`src/rtl/page_walker_if.sv`:
```
// Page-walk request/response bundle shared by the TLB miss paths, plus the walker's PTE read port.
interface page_walker_if #(
  parameter int NUM_RQ = 2,
  parameter int RQID_W = (NUM_RQ > 1) ? $clog2(NUM_RQ) : 1
);
  logic [NUM_RQ-1:0]    IN_reqValid;
  logic [NUM_RQ*32-1:0] IN_reqAddr;
  logic [NUM_RQ*22-1:0] IN_reqRoot;
  logic                 OUT_busy;
  logic [RQID_W-1:0]    OUT_rqID;
  logic                 OUT_valid;
  logic [19:0]          OUT_vpn;
  logic [19:0]          OUT_ppn;
  logic                 OUT_isSuper;
  logic [2:0]           OUT_rwx;
  logic                 OUT_user;
  logic                 OUT_pageFault;
  logic                 OUT_memRe;
  logic [31:0]          OUT_memAddr;
  logic                 IN_memReady;
  logic                 IN_memValid;
  logic [31:0]          IN_memData;

  modport slave (
    input  IN_reqValid, IN_reqAddr, IN_reqRoot, IN_memReady, IN_memValid, IN_memData,
    output OUT_busy, OUT_rqID, OUT_valid, OUT_vpn, OUT_ppn, OUT_isSuper, OUT_rwx,
           OUT_user, OUT_pageFault, OUT_memRe, OUT_memAddr
  );

  modport master (
    output IN_reqValid, IN_reqAddr, IN_reqRoot, IN_memReady, IN_memValid, IN_memData,
    input  OUT_busy, OUT_rqID, OUT_valid, OUT_vpn, OUT_ppn, OUT_isSuper, OUT_rwx,
           OUT_user, OUT_pageFault, OUT_memRe, OUT_memAddr
  );
endinterface

```
`src/rtl/page_walker.sv`:
```
// Sv32 page-table walker: arbitrates walk requests, reads up to two PTEs over a
// single-outstanding read port and returns a leaf translation or a page fault.
module page_walker #(
  parameter int NUM_RQ = 2,
  parameter int RQID_W = (NUM_RQ > 1) ? $clog2(NUM_RQ) : 1
) (
  input logic          clk,
  input logic          rst,
  page_walker_if.slave pw_io
);

  typedef enum logic [2:0] {IDLE, L1_REQ, L1_WAIT, L0_REQ, L0_WAIT, DONE} walkState_e;

  walkState_e        state_q, state_d;
  logic [19:0]       vpn_q, vpn_d;
  logic [21:0]       tablePpn_q, tablePpn_d;
  logic [RQID_W-1:0] rqId_q, rqId_d;
  logic [19:0]       resVpn_q, resVpn_d;
  logic [19:0]       resPpn_q, resPpn_d;
  logic              resSuper_q, resSuper_d;
  logic [2:0]        resRwx_q, resRwx_d;
  logic              resUser_q, resUser_d;
  logic              resFault_q, resFault_d;

  logic              reqFound;
  logic [RQID_W-1:0] reqSel;
  logic [19:0]       reqVpn;
  logic [21:0]       reqRoot;

  // Fixed priority: the lowest requestor index wins.
  always_comb begin
    reqFound = 1'b0;
    reqSel   = '0;
    reqVpn   = '0;
    reqRoot  = '0;
    for (int i = NUM_RQ - 1; i >= 0; i--) begin
      if (pw_io.IN_reqValid[i]) begin
        reqFound = 1'b1;
        reqSel   = RQID_W'(i);
        reqVpn   = pw_io.IN_reqAddr[i*32+12 +: 20];
        reqRoot  = pw_io.IN_reqRoot[i*22 +: 22];
      end
    end
  end

  logic [31:0] pte;
  logic        pteV, pteR, pteW, pteX, pteU, pteA, pteD;
  logic        pteLeaf, atL1, pteFault;
  logic        unusedPteBits;

  assign pte           = pw_io.IN_memData;
  assign pteV          = pte[0];
  assign pteR          = pte[1];
  assign pteW          = pte[2];
  assign pteX          = pte[3];
  assign pteU          = pte[4];
  assign pteA          = pte[6];
  assign pteD          = pte[7];
  assign unusedPteBits = ^{pte[9:8], pte[5]};
  assign atL1          = (state_q == L1_WAIT);
  assign pteLeaf       = pteR | pteX;

  // A pointer PTE seen at level 0 has nowhere left to go, so it faults too.
  assign pteFault = !pteV || (!pteR && pteW) || (pte[31:30] != 2'b00)
                 || (pteLeaf && atL1 && (pte[19:10] != 10'd0))
                 || (pteLeaf && (!pteA || (pteW && !pteD)))
                 || (!pteLeaf && !atL1);

  logic finish, finishFault, memRe;

  always_comb begin
    state_d     = state_q;
    vpn_d       = vpn_q;
    tablePpn_d  = tablePpn_q;
    rqId_d      = rqId_q;
    resVpn_d    = resVpn_q;
    resPpn_d    = resPpn_q;
    resSuper_d  = resSuper_q;
    resRwx_d    = resRwx_q;
    resUser_d   = resUser_q;
    resFault_d  = resFault_q;
    memRe       = 1'b0;
    finish      = 1'b0;
    finishFault = 1'b0;

    unique case (state_q)
      IDLE: begin
        if (reqFound) begin
          state_d    = L1_REQ;
          vpn_d      = reqVpn;
          tablePpn_d = reqRoot;
          rqId_d     = reqSel;
        end
      end
      L1_REQ: begin
        if (tablePpn_q[21:20] != 2'b00) begin
          finish      = 1'b1;
          finishFault = 1'b1;
        end else begin
          memRe = 1'b1;
          if (pw_io.IN_memReady) state_d = L1_WAIT;
        end
      end
      L0_REQ: begin
        memRe = 1'b1;
        if (pw_io.IN_memReady) state_d = L0_WAIT;
      end
      L1_WAIT, L0_WAIT: begin
        if (pw_io.IN_memValid) begin
          if (pteFault) begin
            finish      = 1'b1;
            finishFault = 1'b1;
          end else if (pteLeaf) begin
            finish = 1'b1;
          end else begin
            state_d    = L0_REQ;
            tablePpn_d = {2'b00, pte[29:10]};
          end
        end
      end
      DONE:    state_d = IDLE;
      default: state_d = IDLE;
    endcase

    // Results are captured on the way into DONE and then held until the next walk ends.
    if (finish) begin
      state_d    = DONE;
      resVpn_d   = vpn_q;
      resFault_d = finishFault;
      resPpn_d   = finishFault ? 20'd0 : pte[29:10];
      resSuper_d = !finishFault && atL1;
      resRwx_d   = finishFault ? 3'b000 : {pteR, pteW, pteX};
      resUser_d  = !finishFault && pteU;
    end
  end

  always_ff @(posedge clk) begin
    if (rst) begin
      state_q    <= IDLE;
      vpn_q      <= '0;
      tablePpn_q <= '0;
      rqId_q     <= '0;
      resVpn_q   <= '0;
      resPpn_q   <= '0;
      resSuper_q <= 1'b0;
      resRwx_q   <= '0;
      resUser_q  <= 1'b0;
      resFault_q <= 1'b0;
    end else begin
      state_q    <= state_d;
      vpn_q      <= vpn_d;
      tablePpn_q <= tablePpn_d;
      rqId_q     <= rqId_d;
      resVpn_q   <= resVpn_d;
      resPpn_q   <= resPpn_d;
      resSuper_q <= resSuper_d;
      resRwx_q   <= resRwx_d;
      resUser_q  <= resUser_d;
      resFault_q <= resFault_d;
    end
  end

  assign pw_io.OUT_busy      = (state_q != IDLE);
  assign pw_io.OUT_valid     = (state_q == DONE);
  assign pw_io.OUT_rqID      = rqId_q;
  assign pw_io.OUT_vpn       = resVpn_q;
  assign pw_io.OUT_ppn       = resPpn_q;
  assign pw_io.OUT_isSuper   = resSuper_q;
  assign pw_io.OUT_rwx       = resRwx_q;
  assign pw_io.OUT_user      = resUser_q;
  assign pw_io.OUT_pageFault = resFault_q;
  assign pw_io.OUT_memRe     = memRe;
  assign pw_io.OUT_memAddr   = {tablePpn_q[19:0],
                                (state_q == L0_REQ) ? vpn_q[9:0] : vpn_q[19:10], 2'b00};

endmodule
```
`src/flat_wrapper.sv`:
```
// flat-port wrapper written by rule: the top's interface ports become plain ports
module page_walker_flat 
#(
  parameter int NUM_RQ = 2,
  parameter int RQID_W = (NUM_RQ > 1) ? $clog2(NUM_RQ) : 1
)
  (clk, rst, pw_io_IN_reqValid, pw_io_IN_reqAddr, pw_io_IN_reqRoot, pw_io_IN_memReady, pw_io_IN_memValid, pw_io_IN_memData, pw_io_OUT_busy, pw_io_OUT_rqID, pw_io_OUT_valid, pw_io_OUT_vpn, pw_io_OUT_ppn, pw_io_OUT_isSuper, pw_io_OUT_rwx, pw_io_OUT_user, pw_io_OUT_pageFault, pw_io_OUT_memRe, pw_io_OUT_memAddr);
  page_walker_if #(.NUM_RQ(NUM_RQ), .RQID_W(RQID_W)) pw_io_i ();
  input logic clk;
  input logic rst;
  input wire logic [$bits(pw_io_i.IN_reqValid)-1:0] pw_io_IN_reqValid;
  input wire logic [$bits(pw_io_i.IN_reqAddr)-1:0] pw_io_IN_reqAddr;
  input wire logic [$bits(pw_io_i.IN_reqRoot)-1:0] pw_io_IN_reqRoot;
  input wire logic [$bits(pw_io_i.IN_memReady)-1:0] pw_io_IN_memReady;
  input wire logic [$bits(pw_io_i.IN_memValid)-1:0] pw_io_IN_memValid;
  input wire logic [$bits(pw_io_i.IN_memData)-1:0] pw_io_IN_memData;
  output wire logic [$bits(pw_io_i.OUT_busy)-1:0] pw_io_OUT_busy;
  output wire logic [$bits(pw_io_i.OUT_rqID)-1:0] pw_io_OUT_rqID;
  output wire logic [$bits(pw_io_i.OUT_valid)-1:0] pw_io_OUT_valid;
  output wire logic [$bits(pw_io_i.OUT_vpn)-1:0] pw_io_OUT_vpn;
  output wire logic [$bits(pw_io_i.OUT_ppn)-1:0] pw_io_OUT_ppn;
  output wire logic [$bits(pw_io_i.OUT_isSuper)-1:0] pw_io_OUT_isSuper;
  output wire logic [$bits(pw_io_i.OUT_rwx)-1:0] pw_io_OUT_rwx;
  output wire logic [$bits(pw_io_i.OUT_user)-1:0] pw_io_OUT_user;
  output wire logic [$bits(pw_io_i.OUT_pageFault)-1:0] pw_io_OUT_pageFault;
  output wire logic [$bits(pw_io_i.OUT_memRe)-1:0] pw_io_OUT_memRe;
  output wire logic [$bits(pw_io_i.OUT_memAddr)-1:0] pw_io_OUT_memAddr;
  assign pw_io_i.IN_reqValid = pw_io_IN_reqValid;
  assign pw_io_i.IN_reqAddr = pw_io_IN_reqAddr;
  assign pw_io_i.IN_reqRoot = pw_io_IN_reqRoot;
  assign pw_io_i.IN_memReady = pw_io_IN_memReady;
  assign pw_io_i.IN_memValid = pw_io_IN_memValid;
  assign pw_io_i.IN_memData = pw_io_IN_memData;
  assign pw_io_OUT_busy = pw_io_i.OUT_busy;
  assign pw_io_OUT_rqID = pw_io_i.OUT_rqID;
  assign pw_io_OUT_valid = pw_io_i.OUT_valid;
  assign pw_io_OUT_vpn = pw_io_i.OUT_vpn;
  assign pw_io_OUT_ppn = pw_io_i.OUT_ppn;
  assign pw_io_OUT_isSuper = pw_io_i.OUT_isSuper;
  assign pw_io_OUT_rwx = pw_io_i.OUT_rwx;
  assign pw_io_OUT_user = pw_io_i.OUT_user;
  assign pw_io_OUT_pageFault = pw_io_i.OUT_pageFault;
  assign pw_io_OUT_memRe = pw_io_i.OUT_memRe;
  assign pw_io_OUT_memAddr = pw_io_i.OUT_memAddr;
  page_walker #(.NUM_RQ(NUM_RQ), .RQID_W(RQID_W)) u_core (.clk(clk), .rst(rst), .pw_io(pw_io_i));
endmodule
```
`config.mk`:
```
export PLATFORM = sky130hd
export DESIGN_NAME = page_walker_flat
export DESIGN_NICKNAME = d
export VERILOG_FILES = /design/src/rtl/page_walker_if.sv /design/src/rtl/page_walker.sv /design/src/flat_wrapper.sv
export SDC_FILE = /design/constraint.sdc
export NUM_CORES = 1
export LEC_CHECK = 0
export BUFFER_PORTS_ARGS = -buffer_cell sky130_fd_sc_hd__buf_2
export CELL_PAD_IN_SITES_DETAIL_PLACEMENT = 0
export CELL_PAD_IN_SITES_GLOBAL_PLACEMENT = 1
export CORE_AREA = 3 3 87 171
export CTS_CLUSTER_DIAMETER = 150
export DETAILED_ROUTE_END_ITERATION = 8
export DIE_AREA = 0 0 90 174
export GPL_ROUTABILITY_DRIVEN = 0
export PLACE_DENSITY = 0.82
export SETUP_SLACK_MARGIN = 0.02
export SYNTH_ARGS = -nofsm -noshare
export SYNTH_HDL_FRONTEND = slang
export SYNTH_SLANG_ARGS = --single-unit
```
`constraint.sdc`:
```
create_clock -name clk -period 5.3 [get_ports clk]
set_clock_uncertainty 0.15 [all_clocks]
set_input_delay 0.265 -clock clk [delete_from_list [all_inputs] [get_ports clk]]
set_output_delay 0.265 -clock clk [all_outputs]
set_load 0.01 [all_outputs]
```
==> run summary <==
Summing the areas of all fa, ha and maj instances in the mapped netlist gives 0% of the synthesized area. Proportion of synthesized flip-flops having asynchronous set or reset: 0%. The maximum buffer depth of the clock tree is 2. For this run, the top clock speed supported by timing is 268 MHz. The worst hold path begins at pw_io_IN_memData[4]. The filler cell count was 1467. In the synthesized netlist, mux cells make up 10.9% of the area. For the via count, the log shows 4767.

Setup repair after global routing left no endpoint under its margin. For this block, the initial DRC count from the detailed router was 299. For the net switching component of the power, the log shows 695 uW. Largest vdd supply drop: 0.209 mV. The tools report the routed length on met2 as 8.86 mm. The final critical path time including I/O delays and setup works out to 3.73 ns.

Of the total power, combinational logic draws 28.4%. Gates resized during post-CTS repair numbered 0. The initial core utilization came out at 34.5%. Dividing the synthesized area by the synthesized cell count gives 8.47 sq um.

Summed over its instances, the top area cell type makes up 39.1% of the synthesized netlist area. The total area inside the core boundary comes to 13700 sq um. The count of cells in the finished layout, fillers not included, comes to 884.

The logs give 5.84 mm for the detailed-routing wirelength on met1 and 0 for the remaining antenna violation count after routing. The die covers 15700 sq um. For this run, the leading register cell type out of synthesis is sky130_fd_sc_hd__dfxtp_1. In the post-synthesis netlist, the cell with the most instances is sky130_fd_sc_hd__dfxtp_1. After legalization and detailed placement, the total HPWL measured 12.4 mm. For this run, the share of the core covered by cells in the final layout is 43.1%. The internal portion of the total power is 1330 uW. The tools report the count of max-cap constraint violations as 0. For the remaining global-route overflow, the log shows 0. Power spread over the standard cell area amounts to 343 nW/um^2.

In the final layout, flip-flops and latches occupy 1840 sq um. The run gives 0 as the hold violation total from the final report. CTS saw 92 sinks.

The final cycle utilization of the critical path is 70.4%. Largest net degree at the start of global routing: 73. Buffers inserted during clock tree synthesis total 9.

After detailed placement, the design holds a cell count of 868. The worst setup path is launched from a flip-flop. By area the synthesized netlist is led by sky130_fd_sc_hd__dfxtp_1 (39%), sky130_fd_sc_hd__mux2i_1 (8.5%), sky130_fd_sc_hd__nand2_1 (5.4%). Post-CTS timing repair inserted 0 buffers for setup. The tools report the post-route setup TNS as 0 ns.

The count of hold buffers inserted by post-cts repair came out at 0. The number of antenna diodes in the final layout is 0. The share of the Yosys chip area taken by registers is 39.1%.

During placement, the flow inserted port buffers numbering 198. In the detailed route, the total length drawn on met3 is 1.19 mm. The first-pass iteration count of the detailed router is 4, and the die height is 174 um. The run gives 556 as the cell count after synthesis. The final layout contains 839 nets. Global routing used 20.7% of the available tracks. In the synthesized netlist, the cells that appear most often are sky130_fd_sc_hd__dfxtp_1 (92), sky130_fd_sc_hd__nand2_1 (68), sky130_fd_sc_hd__clkbuf_1 (40), sky130_fd_sc_hd__mux2i_1 (40), sky130_fd_sc_hd__a21oi_1 (31). Wires add up to 16.7 mm. Largest family of logic cells by synthesized area: compound AO/OA/AOI/OAI gates.

Critical path capture point type: a flip-flop. Setup violations remaining at the end of the flow were counted as 0. The area used by multi-input combinational logic came out at 2460 sq um. The critical path class was reg -> reg.

Dividing the detail-routed via count by the number of cells gives 5.39. The critical path startpoint was u_core.state_q[2]. The tools report the final instance area as 5890 sq um. The cell sitting at the root of the clock tree is a sky130_fd_sc_hd__clkbuf_16. The die is 90 um wide. The detailed router used layers up to and including met5. The run gives 30.0% as the proportion of power drawn by the clock network. TritonCTS built the clock tree.

The run gives 0 as the total count of max-transition violations in the final report. The run gives 3.84 ns as the arrival time of data at the critical path endpoint. The transition time at the pin with the least slew margin is 1.19 ns. The number of antenna violations at the first check in global routing is 1, and the required time at the endpoint of the critical path is 5.41 ns. Headroom to the max-slew limit came out at 20.4%. Compared with the post-synthesis result, the final layout area differs by 25.0%. After detailed routing, the average wire length per cell comes to 18.9 um.

Counting flops with a built-in enable in the synthesized netlist gives 0. The cell taking the most area after synthesis is sky130_fd_sc_hd__dfxtp_1. Along the worst path, the maximum fanout reaches 27.

After detailed placement, the total cell area comes to 5610 sq um. The synthesized design contains 92 register bits. CTS built an H-tree with a depth of 3.

Of the total power, the share spent switching nets is 34.4%. The run gives 4882 as the number of global-route vias before repair. For the boundary pin count, the log shows 228.

The flow ran to the end, and the final reports show no timing, DRC or antenna violations. The type of the tightest min-delay check was in -> reg. After synthesis the cells add up to 4710 sq um. The total number of yosys warnings came out at 0. The first global-routing pass estimated 25.9 mm of wire. The logs give 0.00265 uW for the leakage power summed over all cells and 0 for the post-detailed-route DRC marker count. Clock-pin slew was measured on the worst setup and hold paths at 0.07 ns. Summing the areas of all compound-gate instances in the mapped netlist gives 23.7% of the synthesized area. Row generation in the floorplan step produced 60 rows. The post-route netlist has 34.4% of its cells at a drive strength greater than 1. In this run the critical register-to-register path is launched from u_core.state_q[2]. Of the total power, registers draw 41.6%.

Summing the areas of all and, or, nand and nor instances in the mapped netlist gives 17.0% of the synthesized area. The number of distinct library cell variants in the gate-level netlist after synthesis is 43, and the later-pin clock latency in the skew report is 0.34 ns. Of the total synthesized cell area, the portion taken by XOR and XNOR cells is 0.186%.
-- worst max-delay path, cell delays in order, from the launching register on --
cell and delay, ns:
sky130_fd_sc_hd__dfxtp_1 0.49, sky130_fd_sc_hd__xnor2_2 0.84, sky130_fd_sc_hd__or2_1 0.86, sky130_fd_sc_hd__o21a_1 1.00, sky130_fd_sc_hd__mux2i_1 0.30
-- logic make-up (layout without fill, tap and decap cells) --
kind of cell           count (synthesis)  after routing
flip-flops                            92             92
other                                  1              2
AND/OR/NAND/NOR                      169            169
AO/OA/AOI/OAI                        156            156
multiplexers                          50             50
buffers and inverters                 87            228
XOR/XNOR                               1              1
-- final cells by class --
cell class,instances,share of cell area (%)
clock buffer,10,3.89
clock inverter,6,0.829
tap,186,3.95
inverter,6,0.382
timing repair buffer,206,17.8
multi-input combinational,378,41.8
sequential,92,31.3
-- layer usage --
metal | vias up | GRT usage, %
met1 | 2192 | 21.6
met3 | 44 | 5.15
met5 | - | 0
li1 | 2301 | -
met4 | 2 | 10.4
met2 | 228 | 37.9
-- power by group through the flow --
stage	logic (uW)	registers (uW)	clock network [uW]
floorplan	419	828	0
global placement	565	854	0
detailed placement	577	856	0
CTS	578	841	624
global route	629	851	650
finish	574	841	607
-- sequential cells by signal, indices dropped and copies added, names as in the netlist, 3 cells and up --
register / count
u_core.tablePpn_q: 22
u_core.state_q: 3
u_core.pw_io.OUT_rwx: 3
u_core.pw_io.OUT_ppn: 20
u_core.vpn_q: 20
u_core.pw_io.OUT_vpn: 20
-- path summary, 6_finish.rpt --
path         slack, ns  cells after the start                 endpoint
min reg2reg       0.31                      2  u_core.pw_io.OUT_vpn[3]
max reg2reg       1.57                      4  u_core.pw_io.OUT_vpn[0]
min               0.05                      3    u_core.pw_io.OUT_user
max               1.57                      4  u_core.pw_io.OUT_vpn[0]
-- per-stage QoR --
step / power, uW / hold slack [ns] / worst slack (ns)
after detailed placement: 1430 / 0.301 / 1.60
after global routing: 2130 / 0.0417 / 1.32
after floorplan: 1250 / 0.269 / 3.35
final: 2020 / 0.0482 / 1.57
after global placement: 1420 / 0.292 / 1.74
after CTS: 2040 / 0.0358 / 1.56
-- cell usage in the layout, fill, tap and decap left out, types with 2 or more instances in the layout --
master                       netlist  final
sky130_fd_sc_hd__a31oi_1           2      2
sky130_fd_sc_hd__or2_2             2      2
sky130_fd_sc_hd__o21ai_0           5      5
sky130_fd_sc_hd__nor2_1           29     29
sky130_fd_sc_hd__o21a_1            3      3
sky130_fd_sc_hd__a22oi_1          20     20
sky130_fd_sc_hd__nand2_1          68     68
sky130_fd_sc_hd__clkbuf_16         0      9
sky130_fd_sc_hd__buf_2             9    198
sky130_fd_sc_hd__clkinvlp_4        0      3
sky130_fd_sc_hd__buf_4            24      8
sky130_fd_sc_hd__a211o_1          20     20
sky130_fd_sc_hd__nor3_1           23     22
sky130_fd_sc_hd__mux2_2           10     10
sky130_fd_sc_hd__o211ai_1         27     27
sky130_fd_sc_hd__inv_1             5      5
sky130_fd_sc_hd__dfxtp_1          92     92
sky130_fd_sc_hd__a211oi_1         22     22
sky130_fd_sc_hd__nand4_1          25     25
sky130_fd_sc_hd__nand3_1           3      3
sky130_fd_sc_hd__nand2b_1          4      4
sky130_fd_sc_hd__clkinv_4          0      2
sky130_fd_sc_hd__a21oi_1          31     31
sky130_fd_sc_hd__mux2i_1          40     40
sky130_fd_sc_hd__or4_1             4      4
sky130_fd_sc_hd__conb_1            1      2
sky130_fd_sc_hd__o22ai_1          21     21
No activity file was read; power rests on OpenSTA's default activity.
